### src/rtl/axi_lite_pkg.sv
// Shared AXI4-Lite definitions: response codes, master FSM encoding and a state helper.
package axi_lite_pkg;

  localparam logic [1:0] RESP_OKAY   = 2'b00;
  localparam logic [1:0] RESP_EXOKAY = 2'b01;
  localparam logic [1:0] RESP_SLVERR = 2'b10;
  localparam logic [1:0] RESP_DECERR = 2'b11;

  typedef enum logic [2:0] {
    ST_IDLE    = 3'd0,
    ST_WR      = 3'd1,
    ST_WR_RESP = 3'd2,
    ST_RD_ADDR = 3'd3,
    ST_RD_DATA = 3'd4,
    ST_RSP     = 3'd5
  } state_t;

  // States where the master is waiting on the slave and the timeout applies.
  function automatic logic is_wait_state(state_t s);
    return (s == ST_WR) || (s == ST_WR_RESP) || (s == ST_RD_ADDR) || (s == ST_RD_DATA);
  endfunction

endpackage

### src/rtl/axi_lite_if.sv
// AXI4-Lite channel bundle with master and slave views.
interface axi_lite_if #(
  parameter int ADDR_W = 32,
  parameter int DATA_W = 32
) ();

  logic [ADDR_W-1:0]   awaddr;
  logic [2:0]          awprot;
  logic                awvalid;
  logic                awready;
  logic [DATA_W-1:0]   wdata;
  logic [DATA_W/8-1:0] wstrb;
  logic                wvalid;
  logic                wready;
  logic [1:0]          bresp;
  logic                bvalid;
  logic                bready;
  logic [ADDR_W-1:0]   araddr;
  logic [2:0]          arprot;
  logic                arvalid;
  logic                arready;
  logic [DATA_W-1:0]   rdata;
  logic [1:0]          rresp;
  logic                rvalid;
  logic                rready;

  modport master (
    output awaddr, awprot, awvalid, input awready,
    output wdata, wstrb, wvalid, input wready,
    input bresp, bvalid, output bready,
    output araddr, arprot, arvalid, input arready,
    input rdata, rresp, rvalid, output rready
  );

  modport slave (
    input awaddr, awprot, awvalid, output awready,
    input wdata, wstrb, wvalid, output wready,
    output bresp, bvalid, input bready,
    input araddr, arprot, arvalid, output arready,
    output rdata, rresp, rvalid, input rready
  );

endinterface

### src/rtl/axi_lite_timeout_cnt.sv
// Per-phase wait timer: down-counter reloaded on clear, ticks on the cycle it reaches
// terminal count while enabled, so the tick lands on the C_TIMEOUT_CYCLES-th waited cycle.
module axi_lite_timeout_cnt #(
  parameter int C_TIMEOUT_CYCLES = 1024
) (
  input  logic m_axi_aclk,
  input  logic m_axi_aresetn,
  input  logic i_clr,
  input  logic i_en,
  output logic o_tick
);

  localparam int            CW   = $clog2(C_TIMEOUT_CYCLES);
  localparam logic [CW-1:0] LOAD = CW'(C_TIMEOUT_CYCLES - 1);

  logic [CW-1:0] r_cnt;

  always_ff @(posedge m_axi_aclk or negedge m_axi_aresetn) begin
    if (!m_axi_aresetn)
      r_cnt <= LOAD;
    else if (i_clr)
      r_cnt <= LOAD;
    else if (i_en && (r_cnt != '0))
      r_cnt <= r_cnt - 1'b1;
  end

  assign o_tick = i_en && (r_cnt == '0);

endmodule

### src/rtl/axi_lite_master.sv
// Single-outstanding AXI4-Lite initiator turning register commands into write/read
// transactions with one response beat per command and a sticky per-phase timeout flag.
//
// state      | meaning
// IDLE       | cmd_ready=1, waiting for a command
// WR         | awvalid/wvalid up, each dropping on its own handshake
// WR_RESP    | bready=1, waiting for bvalid
// RD_ADDR    | arvalid up until arready
// RD_DATA    | rready=1, waiting for rvalid
// RSP        | rsp_valid held until rsp_ready
module axi_lite_master
  import axi_lite_pkg::*;
#(
  parameter int C_M_AXI_DATA_WIDTH = 32,
  parameter int C_M_AXI_ADDR_WIDTH = 32,
  parameter int C_TIMEOUT_CYCLES   = 1024
) (
  input  logic                            m_axi_aclk,
  input  logic                            m_axi_aresetn,
  input  logic                            cmd_valid,
  output logic                            cmd_ready,
  input  logic                            cmd_write,
  input  logic [C_M_AXI_ADDR_WIDTH-1:0]   cmd_addr,
  input  logic [C_M_AXI_DATA_WIDTH-1:0]   cmd_wdata,
  input  logic [C_M_AXI_DATA_WIDTH/8-1:0] cmd_wstrb,
  output logic                            rsp_valid,
  input  logic                            rsp_ready,
  output logic [C_M_AXI_DATA_WIDTH-1:0]   rsp_rdata,
  output logic [1:0]                      rsp_resp,
  output logic                            timeout_err,
  axi_lite_if.master                      m_axi
);

  state_t r_state;
  state_t w_state_nxt;

  logic [C_M_AXI_ADDR_WIDTH-1:0]   r_addr;
  logic [C_M_AXI_DATA_WIDTH-1:0]   r_wdata;
  logic [C_M_AXI_DATA_WIDTH/8-1:0] r_wstrb;
  logic [C_M_AXI_DATA_WIDTH-1:0]   r_rdata;
  logic [1:0]                      r_resp;
  logic                            r_awvalid;
  logic                            r_wvalid;
  logic                            r_arvalid;
  logic                            r_timeout_err;

  logic w_cmd_acc;
  logic w_tmo_clr;
  logic w_tmo_en;
  logic w_tmo_tick;

  assign w_cmd_acc = cmd_valid && cmd_ready;

  always_ff @(posedge m_axi_aclk or negedge m_axi_aresetn) begin
    if (!m_axi_aresetn)
      r_state <= ST_IDLE;
    else
      r_state <= w_state_nxt;
  end

  // WR leaves only once both channels have handshaken, in whichever order they arrive.
  always_comb begin
    w_state_nxt = r_state;
    case (r_state)
      ST_IDLE:    if (w_cmd_acc) w_state_nxt = cmd_write ? ST_WR : ST_RD_ADDR;
      ST_WR:      if ((!r_awvalid || m_axi.awready) && (!r_wvalid || m_axi.wready))
                    w_state_nxt = ST_WR_RESP;
      ST_WR_RESP: if (m_axi.bvalid)  w_state_nxt = ST_RSP;
      ST_RD_ADDR: if (m_axi.arready) w_state_nxt = ST_RD_DATA;
      ST_RD_DATA: if (m_axi.rvalid)  w_state_nxt = ST_RSP;
      ST_RSP:     if (rsp_ready)     w_state_nxt = ST_IDLE;
      default:    w_state_nxt = ST_IDLE;
    endcase
  end

  always_ff @(posedge m_axi_aclk or negedge m_axi_aresetn) begin
    if (!m_axi_aresetn) begin
      r_addr        <= '0;
      r_wdata       <= '0;
      r_wstrb       <= '0;
      r_rdata       <= '0;
      r_resp        <= '0;
      r_awvalid     <= 1'b0;
      r_wvalid      <= 1'b0;
      r_arvalid     <= 1'b0;
      r_timeout_err <= 1'b0;
    end else begin
      if (w_cmd_acc) begin
        r_addr        <= cmd_addr;
        r_wdata       <= cmd_wdata;
        r_wstrb       <= cmd_wstrb;
        r_awvalid     <= cmd_write;
        r_wvalid      <= cmd_write;
        r_arvalid     <= !cmd_write;
        r_timeout_err <= 1'b0;
      end else if (w_tmo_tick) begin
        r_timeout_err <= 1'b1;
      end
      if (r_awvalid && m_axi.awready) r_awvalid <= 1'b0;
      if (r_wvalid  && m_axi.wready)  r_wvalid  <= 1'b0;
      if (r_arvalid && m_axi.arready) r_arvalid <= 1'b0;
      if ((r_state == ST_WR_RESP) && m_axi.bvalid) begin
        r_rdata <= '0;
        r_resp  <= m_axi.bresp;
      end
      if ((r_state == ST_RD_DATA) && m_axi.rvalid) begin
        r_rdata <= m_axi.rdata;
        r_resp  <= m_axi.rresp;
      end
    end
  end

  // Timer restarts on every state change; the FSM keeps waiting after a timeout.
  assign w_tmo_clr = (w_state_nxt != r_state);
  assign w_tmo_en  = is_wait_state(r_state) && !w_tmo_clr;

  axi_lite_timeout_cnt #(
    .C_TIMEOUT_CYCLES(C_TIMEOUT_CYCLES)
  ) u_timeout_cnt (
    .m_axi_aclk   (m_axi_aclk),
    .m_axi_aresetn(m_axi_aresetn),
    .i_clr        (w_tmo_clr),
    .i_en         (w_tmo_en),
    .o_tick       (w_tmo_tick)
  );

  assign cmd_ready   = (r_state == ST_IDLE) && m_axi_aresetn;
  assign rsp_valid   = (r_state == ST_RSP);
  assign rsp_rdata   = r_rdata;
  assign rsp_resp    = r_resp;
  assign timeout_err = r_timeout_err;

  assign m_axi.awaddr  = r_addr;
  assign m_axi.awprot  = 3'b000;
  assign m_axi.awvalid = r_awvalid;
  assign m_axi.wdata   = r_wdata;
  assign m_axi.wstrb   = r_wstrb;
  assign m_axi.wvalid  = r_wvalid;
  assign m_axi.bready  = (r_state == ST_WR_RESP);
  assign m_axi.araddr  = r_addr;
  assign m_axi.arprot  = 3'b000;
  assign m_axi.arvalid = r_arvalid;
  assign m_axi.rready  = (r_state == ST_RD_DATA);

endmodule
### src/flat_wrapper.sv
// flat-port wrapper written by rule: the top's interface ports become plain ports
module axi_lite_master_flat import axi_lite_pkg::*;
#(
  parameter int C_M_AXI_DATA_WIDTH = 32,
  parameter int C_M_AXI_ADDR_WIDTH = 32,
  parameter int C_TIMEOUT_CYCLES   = 1024
)
  (m_axi_aclk, m_axi_aresetn, cmd_valid, cmd_ready, cmd_write, cmd_addr, cmd_wdata, cmd_wstrb, rsp_valid, rsp_ready, rsp_rdata, rsp_resp, timeout_err, m_axi_awaddr, m_axi_awprot, m_axi_awvalid, m_axi_awready, m_axi_wdata, m_axi_wstrb, m_axi_wvalid, m_axi_wready, m_axi_bresp, m_axi_bvalid, m_axi_bready, m_axi_araddr, m_axi_arprot, m_axi_arvalid, m_axi_arready, m_axi_rdata, m_axi_rresp, m_axi_rvalid, m_axi_rready);
  axi_lite_if m_axi_i ();
  input  logic m_axi_aclk;
  input  logic m_axi_aresetn;
  input  logic cmd_valid;
  output logic cmd_ready;
  input  logic cmd_write;
  input  logic [C_M_AXI_ADDR_WIDTH-1:0] cmd_addr;
  input  logic [C_M_AXI_DATA_WIDTH-1:0] cmd_wdata;
  input  logic [C_M_AXI_DATA_WIDTH/8-1:0] cmd_wstrb;
  output logic rsp_valid;
  input  logic rsp_ready;
  output logic [C_M_AXI_DATA_WIDTH-1:0] rsp_rdata;
  output logic [1:0] rsp_resp;
  output logic timeout_err;
  output wire logic [$bits(m_axi_i.awaddr)-1:0] m_axi_awaddr;
  output wire logic [$bits(m_axi_i.awprot)-1:0] m_axi_awprot;
  output wire logic [$bits(m_axi_i.awvalid)-1:0] m_axi_awvalid;
  input wire logic [$bits(m_axi_i.awready)-1:0] m_axi_awready;
  output wire logic [$bits(m_axi_i.wdata)-1:0] m_axi_wdata;
  output wire logic [$bits(m_axi_i.wstrb)-1:0] m_axi_wstrb;
  output wire logic [$bits(m_axi_i.wvalid)-1:0] m_axi_wvalid;
  input wire logic [$bits(m_axi_i.wready)-1:0] m_axi_wready;
  input wire logic [$bits(m_axi_i.bresp)-1:0] m_axi_bresp;
  input wire logic [$bits(m_axi_i.bvalid)-1:0] m_axi_bvalid;
  output wire logic [$bits(m_axi_i.bready)-1:0] m_axi_bready;
  output wire logic [$bits(m_axi_i.araddr)-1:0] m_axi_araddr;
  output wire logic [$bits(m_axi_i.arprot)-1:0] m_axi_arprot;
  output wire logic [$bits(m_axi_i.arvalid)-1:0] m_axi_arvalid;
  input wire logic [$bits(m_axi_i.arready)-1:0] m_axi_arready;
  input wire logic [$bits(m_axi_i.rdata)-1:0] m_axi_rdata;
  input wire logic [$bits(m_axi_i.rresp)-1:0] m_axi_rresp;
  input wire logic [$bits(m_axi_i.rvalid)-1:0] m_axi_rvalid;
  output wire logic [$bits(m_axi_i.rready)-1:0] m_axi_rready;
  assign m_axi_awaddr = m_axi_i.awaddr;
  assign m_axi_awprot = m_axi_i.awprot;
  assign m_axi_awvalid = m_axi_i.awvalid;
  assign m_axi_i.awready = m_axi_awready;
  assign m_axi_wdata = m_axi_i.wdata;
  assign m_axi_wstrb = m_axi_i.wstrb;
  assign m_axi_wvalid = m_axi_i.wvalid;
  assign m_axi_i.wready = m_axi_wready;
  assign m_axi_i.bresp = m_axi_bresp;
  assign m_axi_i.bvalid = m_axi_bvalid;
  assign m_axi_bready = m_axi_i.bready;
  assign m_axi_araddr = m_axi_i.araddr;
  assign m_axi_arprot = m_axi_i.arprot;
  assign m_axi_arvalid = m_axi_i.arvalid;
  assign m_axi_i.arready = m_axi_arready;
  assign m_axi_i.rdata = m_axi_rdata;
  assign m_axi_i.rresp = m_axi_rresp;
  assign m_axi_i.rvalid = m_axi_rvalid;
  assign m_axi_rready = m_axi_i.rready;
  axi_lite_master #(.C_M_AXI_DATA_WIDTH(C_M_AXI_DATA_WIDTH), .C_M_AXI_ADDR_WIDTH(C_M_AXI_ADDR_WIDTH), .C_TIMEOUT_CYCLES(C_TIMEOUT_CYCLES)) u_core (.m_axi_aclk(m_axi_aclk), .m_axi_aresetn(m_axi_aresetn), .cmd_valid(cmd_valid), .cmd_ready(cmd_ready), .cmd_write(cmd_write), .cmd_addr(cmd_addr), .cmd_wdata(cmd_wdata), .cmd_wstrb(cmd_wstrb), .rsp_valid(rsp_valid), .rsp_ready(rsp_ready), .rsp_rdata(rsp_rdata), .rsp_resp(rsp_resp), .timeout_err(timeout_err), .m_axi(m_axi_i));
endmodule
### config.mk
export PLATFORM = sky130hd
export DESIGN_NAME = axi_lite_master_flat
export DESIGN_NICKNAME = d
export VERILOG_FILES = /design/src/rtl/axi_lite_pkg.sv /design/src/rtl/axi_lite_if.sv /design/src/rtl/axi_lite_timeout_cnt.sv /design/src/rtl/axi_lite_master.sv /design/src/flat_wrapper.sv
export SDC_FILE = /design/constraint.sdc
export NUM_CORES = 1
export LEC_CHECK = 0
export BUFFER_PORTS_ARGS = -buffer_cell sky130_fd_sc_hd__clkbuf_2
export CAP_MARGIN = 20
export CORE_UTILIZATION = 50
export CTS_BUF_LIST = sky130_fd_sc_hd__clkbuf_8
export DETAILED_ROUTE_END_ITERATION = 12
export PLACE_DENSITY = 0.88
export SETUP_SLACK_MARGIN = 0.4
export SYNTH_ARGS = -nofsm -noshare
export SYNTH_HDL_FRONTEND = slang
export SYNTH_HIERARCHICAL = 1
export SYNTH_SLANG_ARGS = --single-unit
### constraint.sdc
create_clock -name m_axi_aclk -period 3.85 [get_ports m_axi_aclk]
set_input_delay 1.155 -clock m_axi_aclk [delete_from_list [all_inputs] [get_ports m_axi_aclk]]
set_output_delay 1.155 -clock m_axi_aclk [all_outputs]
set_load 0.02 [all_outputs]
======== Word-level counts from Yosys, hierarchy flattened ========
Cells that the tools add are included.
storage, ports and cells
  bits of input ports ..................... 114
  register bits ........................... 119
  logic and storage cells ................. 68
  output and inout port bits .............. 148
cells by class
  multiplexer cells ....................... 21
  reduce and logical (&&, ||, !) cells .... 29
  add/subtract/negate cells ............... 1
  equality and inequality tests ........... 6
operators by type and width
  operator                                                               count
  32-bit 2-to-1 mux                                                      2
  10-bit 2-to-1 mux                                                      2
  3-bit 2-to-1 mux                                                       6
  3-bit case mux with 6 select lines                                     1
  2-bit nonzero test                                                     6
  1-bit logical AND                                                      11
  10-bit logical NOT                                                     1
  10-bit nonzero test                                                    1
  10-bit by 1-bit subtractor with 10-bit output, second input constant   1
  1-bit 2-to-1 mux                                                       7
  3-bit by 2-bit equality test with 1-bit output, second input constant  2
  3-bit equality test, second input constant                             2
  2-bit 2-to-1 mux                                                       3
  1-bit logical OR                                                       5
  1-bit logical NOT                                                      4
  3-bit by 1-bit equality test with 1-bit output, second input constant  1
  3-bit logical NOT                                                      1
  3-bit != test                                                          1

======== Longest topological paths before layout ========
Gate-level depths: netlist of the first run.
  depth in word-level cells ............... 11
  gate-level depth with buffers ........... 9

======== Modules after synthesis ========
Netlist of the first run, hierarchy kept.
modules (own cells, without submodules)
  module                area an instance (µm²)  sequential area each (µm²)  times used  cells each
  axi_lite_master       4581.9                  2727.6                      1           315
  axi_lite_timeout_cnt  601.8                   262.8                       1           57

======== Least setup slack after synthesis of the first run ========
No wires, ideal clock.
  kind .................................... in2reg
  from .................................... input m_axi_rvalid
  to ...................................... register u_core.u_timeout_cnt.r_cnt[5]
  stages .................................. 7
  data arrival time ....................... 3.118 ns
  path buffers ............................ 1
  slack ................................... 0.649 ns
  cell sequence ........................... nor4bb_1 buf_2 nor4_1 o2111a_1 or4b_1 or3_1 a221o_1
on the way
  cells in the longest elaborated chain, start to end .. 7
  elaborated cells between the ends (all ways) .. 8
ends and longest elaborated chain
  item                                 line                        RTL
  start, declared                      flat_wrapper.sv:40          input wire logic [$bits(m_axi_i.rvalid)-1:0] m_axi_rvalid;
  3-bit 2-to-1 mux                     axi_lite_master.sv:70       ST_RD_DATA: if (m_axi.rvalid) w_state_nxt = ST_RSP;
  3-bit case mux with 6 select lines   axi_lite_master.sv:64       case (r_state)
  3-bit != test                        axi_lite_master.sv:114      assign w_tmo_clr = (w_state_nxt != r_state);
  1-bit logical NOT                    axi_lite_master.sv:115      assign w_tmo_en = is_wait_state(r_state) && !w_tmo_clr;
  1-bit logical AND                    axi_lite_master.sv:115
  via u_core.w_tmo_en                  axi_lite_master.sv:49       logic w_tmo_en;
  1-bit logical AND                    axi_lite_timeout_cnt.sv:23  else if (i_en && (r_cnt != '0))
  2-bit nonzero test (no source line)  n/a
  end signal, assigned                 axi_lite_timeout_cnt.sv:24  r_cnt <= r_cnt - 1'b1;
  end, declared                        axi_lite_timeout_cnt.sv:16  logic [CW-1:0] r_cnt;
The timed path passes the listed nets, and every way through them passes these cells.
A chain may end at the register's enable or synchronous reset.

======== Final worst setup path of the first run ========
  from .................................... input m_axi_bvalid
  to ...................................... register u_core.u_timeout_cnt.r_cnt[5]
on the way
  cells in the longest elaborated chain, start to end .. 7
  elaborated cells between the ends (all ways) .. 8
ends and longest elaborated chain
  item                                 line                        RTL
  start, declared                      flat_wrapper.sv:32          input wire logic [$bits(m_axi_i.bvalid)-1:0] m_axi_bvalid;
  3-bit 2-to-1 mux                     axi_lite_master.sv:68       ST_WR_RESP: if (m_axi.bvalid) w_state_nxt = ST_RSP;
  3-bit case mux with 6 select lines   axi_lite_master.sv:64
  3-bit != test                        axi_lite_master.sv:114
  1-bit logical NOT                    axi_lite_master.sv:115
  1-bit logical AND                    axi_lite_master.sv:115
  via u_core.w_tmo_en                  axi_lite_master.sv:49
  1-bit logical AND                    axi_lite_timeout_cnt.sv:23
  2-bit nonzero test (no source line)  n/a
The timed path passes the listed nets, and every way through them passes these cells.

==> results of run 1 <==
## registers in the layout (all words and copies together), names as in the netlist
signal and count:
u_core/rsp_rdata 32, u_core/rsp_resp 2, u_core/m_axi.awvalid 1, u_core/m_axi.wvalid 1
u_core/m_axi.wdata 32, u_core/timeout_err 1, u_core/m_axi.arvalid 1, u_core/u_timeout_cnt/r_cnt 10
u_core/m_axi.wstrb 4, u_core/m_axi.araddr 32, u_core/r_state 3
## layer usage
layer  track usage  vias up
met5             0        -
met3       0.06104       24
met4       0.08367        0
li1              -     1760
met1        0.2646     1918
met2        0.4171      182
## worst max-delay path, delay by kind of cell
family | cells | cell delay, ns
AND/OR/NAND/NOR | 4 | 1.53
AO/OA/AOI/OAI | 2 | 0.67
buffers and inverters | 1 | 0.10
## final cells by class
| class | count | area (um2) | share of cell area |
|---|---|---|---|
| clock inverter | 14 | 200.2 | 0.02973 |
| sequential | 119 | 2990 | 0.4441 |
| timing repair buffer | 261 | 1336 | 0.1984 |
| multi-input combinational | 195 | 1770 | 0.2629 |
| tap | 133 | 166.4 | 0.02471 |
| clock buffer | 18 | 247.7 | 0.03679 |
| inverter | 6 | 22.52 | 0.003344 |
## power groups by stage
| stage | sequential (uW) | combinational, uW | clock, uW |
|---|---|---|---|
| floorplan | 2720 | 1350 | 0 |
| global placement | 2130 | 2570 | 0 |
| detailed placement | 2180 | 2650 | 0 |
| CTS | 2170 | 2660 | 1280 |
| global route | 2240 | 2790 | 1350 |
| finish | 2160 | 2640 | 1250 |
## how the worst max path moves through the flow
stage / startpoint / to / slack [ns]
5_1_grt: m_axi_bvalid / u_core/u_timeout_cnt/r_cnt[5] / 0.68
3_3_place_gp: m_axi_bvalid / u_core/u_timeout_cnt/r_cnt[5] / 0.54
3_5_place_dp: m_axi_bvalid / u_core/u_timeout_cnt/r_cnt[5] / 0.41
6_report: m_axi_bvalid / u_core/u_timeout_cnt/r_cnt[5] / 0.75
2_1_floorplan: m_axi_rvalid / u_core/u_timeout_cnt/r_cnt[5] / 0.65
4_1_cts: m_axi_bvalid / u_core/u_timeout_cnt/r_cnt[5] / 0.83
## synth_stat cells (2+ instances only)
cell type,count
nor3_1,3
o21ai_0,5
nand3_1,5
or3_1,2
mux2_2,56
a21oi_1,2
nor4_1,3
nor2_1,4
nor4bb_1,2
and3_1,2
buf_4,38
dfstp_2,10
inv_1,6
and2_1,3
mux2i_1,3
nand2_1,6
o211a_1,3
nand2b_1,7
buf_6,8
mux2_1,16
xnor2_1,3
or4b_1,2
buf_2,9
a22o_1,32
nand3b_1,3
dfrtp_1,109
## per-stage QoR
step	instance area [um2]	worst slack [ns]	hold slack, ns	cells	total power, uW
finish	6734	0.7481	0.4935	746	6048
global route	6734	0.6842	0.5118	746	6370
CTS	6734	0.8312	0.4983	746	6101
detailed placement	6286	0.4052	0.4788	714	4824
global placement	6286	0.5369	0.4674	714	4707
floorplan	5202	0.6488	0.5140	377	4073
## cell usage in the layout, fill, tap and decap left out, drive strengths merged, types with 2 or more instances in the layout
cell type,instances
nand3,5
and2,4
nand3b,3
or3,2
mux2i,3
xnor2,3
clkbuf,272
dfrtp,109
nand2b,7
nor2,5
or4,3
inv,7
nor4b,2
bufinv,4
nor3,3
o211a,3
a21oi,2
a22o,32
mux2,72
o21ai,5
and3,2
or4b,2
clkinvlp,3
conb,6
nand2,6
nor4,4
nor4bb,2
clkinv,6
dfstp,10
buf,7
## kinds of logic after synthesis
group | after synthesis | share of synthesized area
fa+ha+maj | 1 | 0.002413
compound gates | 52 | 0.08376
xor+xnor | 3 | 0.005070
flops | 119 | 0.5769
other cells | 1 | 0.0007234
mux | 75 | 0.1622
buf+inv | 63 | 0.08834
simple gates | 58 | 0.08062
==> impl_metrics.toml, run 1 <==
[yosys]
ys_ff_latch = 119
yosysSeqAreaShare = 0.5769
synth_area_um2 = 5184
avgSynthCellArea_um2 = 13.93
syn_inst = 372
yosysTopAreaCellShare = 0.5262
synth_cell_type_count = 56
async_reset_ff_frac = 1.000
synthTopCellsByArea = "dfrtp_1 53%, mux2_2 12%, buf_4 5.5%"
yosys.area.top_type = "dfrtp_1"
yosys_most_used_dff = "dfrtp_1"
yosys_warnings = 6
synth_edf_count = 0

[sta]
fin_worst_skew_ns = 0.01196
rsz0062_at_grt = "no"
drv_slew = 0
fin_crit_sh = 0.8057
fin_crit_ns = 3.102
tightest_slew_ns = 0.8531
slew_headroom = 0.4313
max_freq_mhz = 322.4
hold_viol_final = 0
setup_violations = 0
tns_ns = 0

[power]
p_int_uw = 3553
seqPwrFrac = 0.358
peakVddDrop_mv = 0.4721
power_density_nw_per_um2 = 898.1
p_leak_uw = 0.003460
clockPowerShare = 0.207
p_switching_uw = 2495
swShare = 0.4126
p_comb_frac = 0.436

[floorplan]
fp.dieW_um = 103.8
dieArea_um2 = 10780
start_util = 0.5231
die_h_um = 103.8
io_pins = 262
core_um2 = 9910
row_count = 36

[route]
postRouteAntennaNets = 0
met1_length_um = 4774
wl_met3_um = 679
wl_per_cell_um = 16.21
dr.max_layer_used = "met4"
firstDrtPassIters = 5
num_vias = 3884
vias_per_cell = 5.206
wl_um = 12090
drt_iter0_markers = 126
drc = 0
wl_met2_um = 6390

[global_route]
grt_usage = 0.2321
grt-ovfl-total = 0
grt_first_pass_wirelength_um = 19600
antenna_found_initial = 0
grt_pass1_vias = 3955
grt_max_degree = 69

[clocking]
cts_tree = "done"
cts_setup_buffers = 0
hold_buffers = 0
cts_sinks = 119
insertion_delay_ns = 0.42
clk_pin_slew_ns = 0.07
root_buffer = "clkbuf_8"
cts_htree_levels = 4
cts_resized = 0
cts_inserted_buffers = 17
clock_path_buffers = 2

[setup_path]
critPathRequiredTime_ns = 4.20
cp_cell_sequence = "clkbuf_2 -> and4bb_2 -> nor4_1 -> o2111a_1 -> or4b_1 -> or3_1 -> a221o_1"
critPathMaxStageDelay_ns = 0.53
cp_slowest_cell = "or4b_1"
cp-start-kind = "primary input"
r2r_cells = 6
cp_max_fo = 5
cp_data_arrival_time_ns = 3.45
endpoint_kind = "flop"
path_class = "primary input to flop"
rrSetupSlack_ns = 0.85
r2r_start = "u_core/r_state[0]"
r2r_end = "u_core/u_timeout_cnt/r_cnt[5]"

[job]
max-cap-violations = 0

[layout]
nNetsFinal = 715
fillCellCount = 736
final_core_util = 0.6795
drive_above_1_share = 0.6052
area_delta_synth_final_pct = 29.91
antenna_cells = 0

[worst_hold_path]
min_path_cells = 1
min-delay-start = "u_core/m_axi.wdata[17]"
min_to = "u_core/m_axi.wdata[17]"
min_path_type = "flop to flop"

[placement]
dp_hpwl_um = 8805
gp_congestion = 0.7958
port_buffers = 255

[run_status]
outcome = "finished, final reports clean"
Power figures use the tool's default switching activity.
==> run 2, diff against run 1 <==
--- a/config.mk
+++ b/config.mk
@@ -5,12 +5,13 @@
 export SDC_FILE = /design/constraint.sdc
 export NUM_CORES = 1
 export LEC_CHECK = 0
+export ABC_AREA = 1
 export BUFFER_PORTS_ARGS = -buffer_cell sky130_fd_sc_hd__clkbuf_2
 export CAP_MARGIN = 20
-export CORE_UTILIZATION = 50
+export CORE_UTILIZATION = 48
 export CTS_BUF_LIST = sky130_fd_sc_hd__clkbuf_8
 export DETAILED_ROUTE_END_ITERATION = 12
-export PLACE_DENSITY = 0.88
+export PLACE_DENSITY = 0.84
 export SETUP_SLACK_MARGIN = 0.4
 export SYNTH_ARGS = -nofsm -noshare
 export SYNTH_HDL_FRONTEND = slang
==> constraint.sdc (replaced) <==
create_clock -name m_axi_aclk -period 3 [get_ports m_axi_aclk]
set_input_delay 0.9 -clock m_axi_aclk [delete_from_list [all_inputs] [get_ports m_axi_aclk]]
set_output_delay 0.9 -clock m_axi_aclk [all_outputs]
set_load 0.02 [all_outputs]
==> impl_metrics.toml, run 2 <==
[route]
wl_um = 13360
drc = 0
postRouteAntennaNets = 0
vias_per_cell = 4.790
firstDrtPassIters = 4
num_vias = 4871
wl_per_cell_um = 13.14
drt_iter0_markers = 186

[yosys]
yosysSeqAreaShare = 0.5518
synth_area_um2 = 5419
synth_cell_type_count = 29
yosys_warnings = 6
synthTopCellsByArea = "dfrtp_1 50%, nand2_1 19%, nand3_1 8.7%"
yosys_most_used_dff = "dfrtp_1"
syn_inst = 645
yosys.area.top_type = "dfrtp_1"
avgSynthCellArea_um2 = 8.401
synth_edf_count = 0
yosys-top-cells-count = "279 x nand2_1, 109 x dfrtp_1, 94 x nand3_1"
ys_ff_latch = 119
yosysTopAreaCellShare = 0.5033
async_reset_ff_frac = 1.000
yosysMostFrequentCell = "nand2_1"

[layout]
nNetsFinal = 979
fillCellCount = 959
fin_cells = 1017
final_common_cell = "nand2_1"
drive_above_1_share = 0.3637
area_delta_synth_final_pct = 27.13
mostFrequentLayoutCells = "279 x nand2_1, 254 x clkbuf_2, 109 x dfrtp_1"
antenna_cells = 0

[setup_path]
path_class = "flop to output pin"
r2r_start = "u_core/r_state[1]"
cp_data_arrival_time_ns = 1.57
cp_max_fo = 9
r2r_end = "u_core/u_timeout_cnt/r_cnt[2]"
r2r_cells = 12
cp-start-kind = "flop"
endpoint_kind = "output pin"
rrSetupSlack_ns = 0.69
critPathRequiredTime_ns = 2.10

[floorplan]
core_um2 = 10940
row_count = 38
io_pins = 262
die_h_um = 108.3
dieArea_um2 = 11720
fp.dieW_um = 108.3
start_util = 0.4955

[clocking]
hold_buffers = 0
clock_path_buffers = 2
cts_htree_levels = 4
cts_sinks = 119
clk_pin_slew_ns = 0.07
cts_tree = "done"
cts_inserted_buffers = 17
root_buffer = "clkbuf_8"
insertion_delay_ns = 0.42
cts_resized = 0
cts_setup_buffers = 0

[job]
max-cap-violations = 0

[sta]
whs_ns = 0.4806
drv_slew = 0
setup_violations = 0
rsz0062_at_grt = "no"
fin_ws_ns = 0.5328
fin_crit_ns = 2.467
tns_ns = 0
fin_crit_sh = 0.8224
max_freq_mhz = 405.3
fin_worst_skew_ns = 0.007232
slew_headroom = 0.4635
tightest_slew_ns = 0.8047
hold_viol_final = 0

[worst_hold_path]
min_path_cells = 1
min_to = "u_core/m_axi.arvalid"
min-delay-start = "u_core/m_axi.arvalid"
min_path_type = "flop to flop"

[placement]
place_ws_ns = 0.4397
port_buffers = 255
dp_hpwl_um = 9561
gp_congestion = 0.8262
numPlacedInstances = 985

[power]
peakVddDrop_mv = 0.5986
total_power_uw = 7912
power_density_nw_per_um2 = 1148
p_leak_uw = 0.004123

[global_route]
grt_pass1_vias = 4509
grt-ovfl-total = 0
grt_max_degree = 65
antenna_found_initial = 0
grt_usage = 0.2338
grt_first_pass_wirelength_um = 21230

[run_status]
outcome = "finished, final reports clean"
[run 2: cell count changes after synthesis, sizes merged, moves of 6 or more]
cell and delta:
nand3 +89, nand2 +277, inv +22, buf +10
nand2b -7, a22o -32, nand4 +6, nor2 +18
mux2 -72
[run 2: kinds of logic after synthesis]
family / count (synthesis) / share of synthesized area
adders and majority gates: 1 / 0.002309
DFF: 119 / 0.5518
AOI/OAI and AO/OA: 16 / 0.01639
and+or+nand+nor: 409 / 0.3237
buffers and inverters: 99 / 0.1051
other: 1 / 0.0006920
[run 2: worst max path at each step]
stage	start	depth (start not counted)	to	slack (ns)
3_3_place_gp	m_axi_awready	13	u_core/u_timeout_cnt/r_cnt[9]	0.49
4_1_cts	u_core/r_state[1]	4	cmd_ready	0.51
3_5_place_dp	m_axi_awready	13	u_core/u_timeout_cnt/r_cnt[2]	0.44
6_report	u_core/r_state[1]	4	cmd_ready	0.53
2_1_floorplan	m_axi_rvalid	9	u_core/u_timeout_cnt/r_cnt[1]	0.63
5_1_grt	u_core/r_state[1]	4	cmd_ready	0.40
[run 2: final cells by class]
type	instances	area (um2)	share of cell area
clock inverters	14	126.4	0.01834
flip-flops and latches	119	2990	0.4341
clock buffers	18	247.7	0.03596
well taps	140	175.2	0.02543
repair buffers	265	1354	0.1965
multi-input cells	432	1887	0.2739
inverters	29	108.9	0.01580
[run 2: critical path, stage by stage, from the launching register on]
cell and delay [ns]:
dfrtp_1 0.52, nor2_4 0.21, nand2_1 0.12, nor2_1 0.11, clkbuf_2 0.18
[run 2: power breakdown]
| group | switching, uW | internal, uW |
|---|---|---|
| Clock | 665 | 680 |
| Sequential | 522 | 2370 |
| Combinational | 2500 | 1170 |
| Total | 3690 | 4220 |
[run 2: layer usage]
metal,share of wire,vias to the layer above,global-route usage
met5,0,-,0
met2,0.50,201,0.3954
met4,0.018,0,0.08977
met3,0.073,20,0.06209
li1,-,2420,-
met1,0.40,2230,0.2855
[run 2: through the flow]
| step | util | cell area [um2] |
|---|---|---|
| 2_1_floorplan | - | 5438 |
| 3_3_place_gp | 0.5958 | 6515 |
| 3_5_place_dp | 0.5958 | 6515 |
| 4_1_cts | 0.6300 | 6889 |
| 5_1_grt | 0.6300 | 6889 |
| 6_report | 0.6300 | 6889 |
==> run 3, diff against run 2 <==
--- a/config.mk
+++ b/config.mk
@@ -8,10 +8,10 @@
 export ABC_AREA = 1
 export BUFFER_PORTS_ARGS = -buffer_cell sky130_fd_sc_hd__clkbuf_2
 export CAP_MARGIN = 20
-export CORE_UTILIZATION = 48
+export CORE_UTILIZATION = 43
 export CTS_BUF_LIST = sky130_fd_sc_hd__clkbuf_8
 export DETAILED_ROUTE_END_ITERATION = 12
-export PLACE_DENSITY = 0.84
+export PLACE_DENSITY = 0.79
 export SETUP_SLACK_MARGIN = 0.4
 export SYNTH_ARGS = -nofsm -noshare
 export SYNTH_HDL_FRONTEND = slang
==> constraint.sdc (replaced) <==
create_clock -name m_axi_aclk -period 2.2 [get_ports m_axi_aclk]
set_input_delay 0.66 -clock m_axi_aclk [delete_from_list [all_inputs] [get_ports m_axi_aclk]]
set_output_delay 0.66 -clock m_axi_aclk [all_outputs]
set_load 0.02 [all_outputs]
==> impl_metrics.toml, run 3 (same netlist as run 2, synthesis figures left out) <==
[run_status]
outcome = "finished, final reports clean"

[global_route]
use_met1 = 0.2722
grt_first_pass_wirelength_um = 22490
grt_pass1_vias = 4636
grt_max_degree = 76
grt_use_met2 = 0.3770
antenna_found_initial = 0
grt_usage = 0.2222
grt_use_met3 = 0.05558
busiest_layer = "met2"
grt-ovfl-total = 0

[setup_path]
cp_max_fo = 4
crit_family = "flip-flops"
critPathRequiredTime_ns = 1.54
rrSetupSlack_ns = 0.19
r2r_end = "u_core/u_timeout_cnt/r_cnt[9]"
cp_slowest_cell = "dfrtp_2"
critPathBufInv = 2
startpoint = "u_core/r_state[1]"
endpoint_kind = "output pin"
r2r_cells = 15
path_class = "flop to output pin"
cp_cell_sequence = "buf_6 -> nor3_4 -> clkbuf_8"
critPathMaxStageDelay_ns = 0.47
r2r_start = "u_core/r_state[1]"
cp-start-kind = "flop"
cp_data_arrival_time_ns = 1.40

[floorplan]
dieArea_um2 = 13060
row_count = 40
start_util = 0.4456
fp.dieW_um = 114.3
die_h_um = 114.3
core_um2 = 12160
io_pins = 262

[clocking]
insertion_delay_ns = 0.42
hold_buffers = 0
clk_pin_slew_ns = 0.08
cts_inserted_buffers = 17
cts_sinks = 119
clock_path_buffers = 2
cts_tree = "done"
root_buffer = "clkbuf_8"
cts_htree_levels = 4

[layout]
regArea_um2 = 2994
area_delta_synth_final_pct = 41.10
final_common_cell = "nand2_1"
multi_input_area_um2 = 2044
fin_cells = 1082
fillCellCount = 1063
mostFrequentLayoutCells = "268 x nand2_1, 250 x clkbuf_2, 106 x dfrtp_1"
nNetsFinal = 1016
drive_above_1_share = 0.4278
antenna_cells = 0

[route]
drt_iter0_markers = 302
postRouteAntennaNets = 0
num_vias = 5192
wl_um = 15910
vias_per_cell = 4.799
firstDrtPassIters = 4
drc = 0
wl_per_cell_um = 14.70

[placement]
dp_hpwl_um = 9610
numPlacedInstances = 1013
port_buffers = 255
gp_congestion = 0.8187

[sta]
max_freq_mhz = 485.5
hold_viol_final = 0
tightest_slew_ns = 0.5856
fin_worst_skew_ns = 0.01412
drv_slew = 0
rsz0062_at_grt = "yes"
slew_headroom = 0.6096
setup_violations = 0
fin_crit_ns = 2.060
fin_crit_sh = 0.9362
tns_ns = 0

[power]
total_power_uw = 12140
p_leak_uw = 0.004439
power_density_nw_per_um2 = 1588
peakVddDrop_mv = 0.8418

[job]
max-cap-violations = 0

[worst_hold_path]
min_path_type = "primary input to async pin"
run 3: cell count changes in the layout (fill, tap and decap cells not counted), sizes merged:
cell	delta
buf	+33
clkbuf	+3
bufinv	+2
clkinvlp	-2
clkinv	-1
inv	+1
nand2	+1
run 3: per-stage QoR:
stage               setup WS (ns)  utilization  area, um2  hold slack [ns]
finish                     0.1403       0.6287       7646          0.03649
global route              0.07742       0.6287       7646         0.004526
CTS                        0.1488       0.5965       7254          0.01468
detailed placement         0.2499       0.5423       6595           0.4641
global placement           0.3210       0.5423       6595           0.4618
floorplan                  0.4172            -       5460           0.3644
run 3: layout make-up:
| class | count | area share |
|---|---|---|
| Multi-Input combinational cell | 433 | 0.2674 |
| Clock buffer | 18 | 0.03240 |
| Sequential cell | 119 | 0.3916 |
| Clock inverter | 14 | 0.02275 |
| Timing Repair Buffer | 301 | 0.2415 |
| Inverter | 29 | 0.01685 |
| Tap cell | 168 | 0.02749 |
run 3: report_power, final:
| group | switching (uW) | internal (uW) | total (uW) |
|---|---|---|---|
| Clock | 934 | 1160 | 2090 |
| Combinational | 3870 | 2220 | 6090 |
| Sequential | 719 | 3230 | 3950 |
| Total | 5520 | 6620 | 12100 |
run 3: metal layers:
| metal | vias up | routed length, um |
|---|---|---|
| met5 | - | 0 |
| met4 | 0 | 335 |
| met3 | 27 | 928 |
| met2 | 228 | 8188 |
| met1 | 2435 | 6457 |
| li1 | 2502 | - |
run 3: worst max-delay path by stage:
stage	slack [ns]	endpoint	depth (start not counted)
after floorplan	0.42	u_core/timeout_err	10
after CTS	0.15	cmd_ready	4
after global placement	0.32	u_core/u_timeout_cnt/r_cnt[9]	10
after global routing	0.08	u_core/u_timeout_cnt/r_cnt[9]	15
final	0.14	m_axi_rready	3
after detailed placement	0.25	u_core/u_timeout_cnt/r_cnt[7]	10
run 3: repair_timing:
item	4_1_cts	5_1_grt
pin swaps	12	14
gates cloned	1	6
gates resized for setup	26	47
endpoints found under the setup margin	15	45
buffers inserted	19	11
run 3: worst register-to-register path, cell delays in order, from the launching register on:
cell and delay (ns):
dfrtp_2 0.47, buf_6 0.14, inv_2 0.04, nand3_2 0.08
inv_4 0.09, buf_4 0.11, nand2_2 0.05, nand2_2 0.07
nor2_2 0.05, o21ai_1 0.11, nand2_2 0.12, nor2_4 0.25
nand2_8 0.11, nand2_8 0.11, nand2_1 0.06, nand2_1 0.07
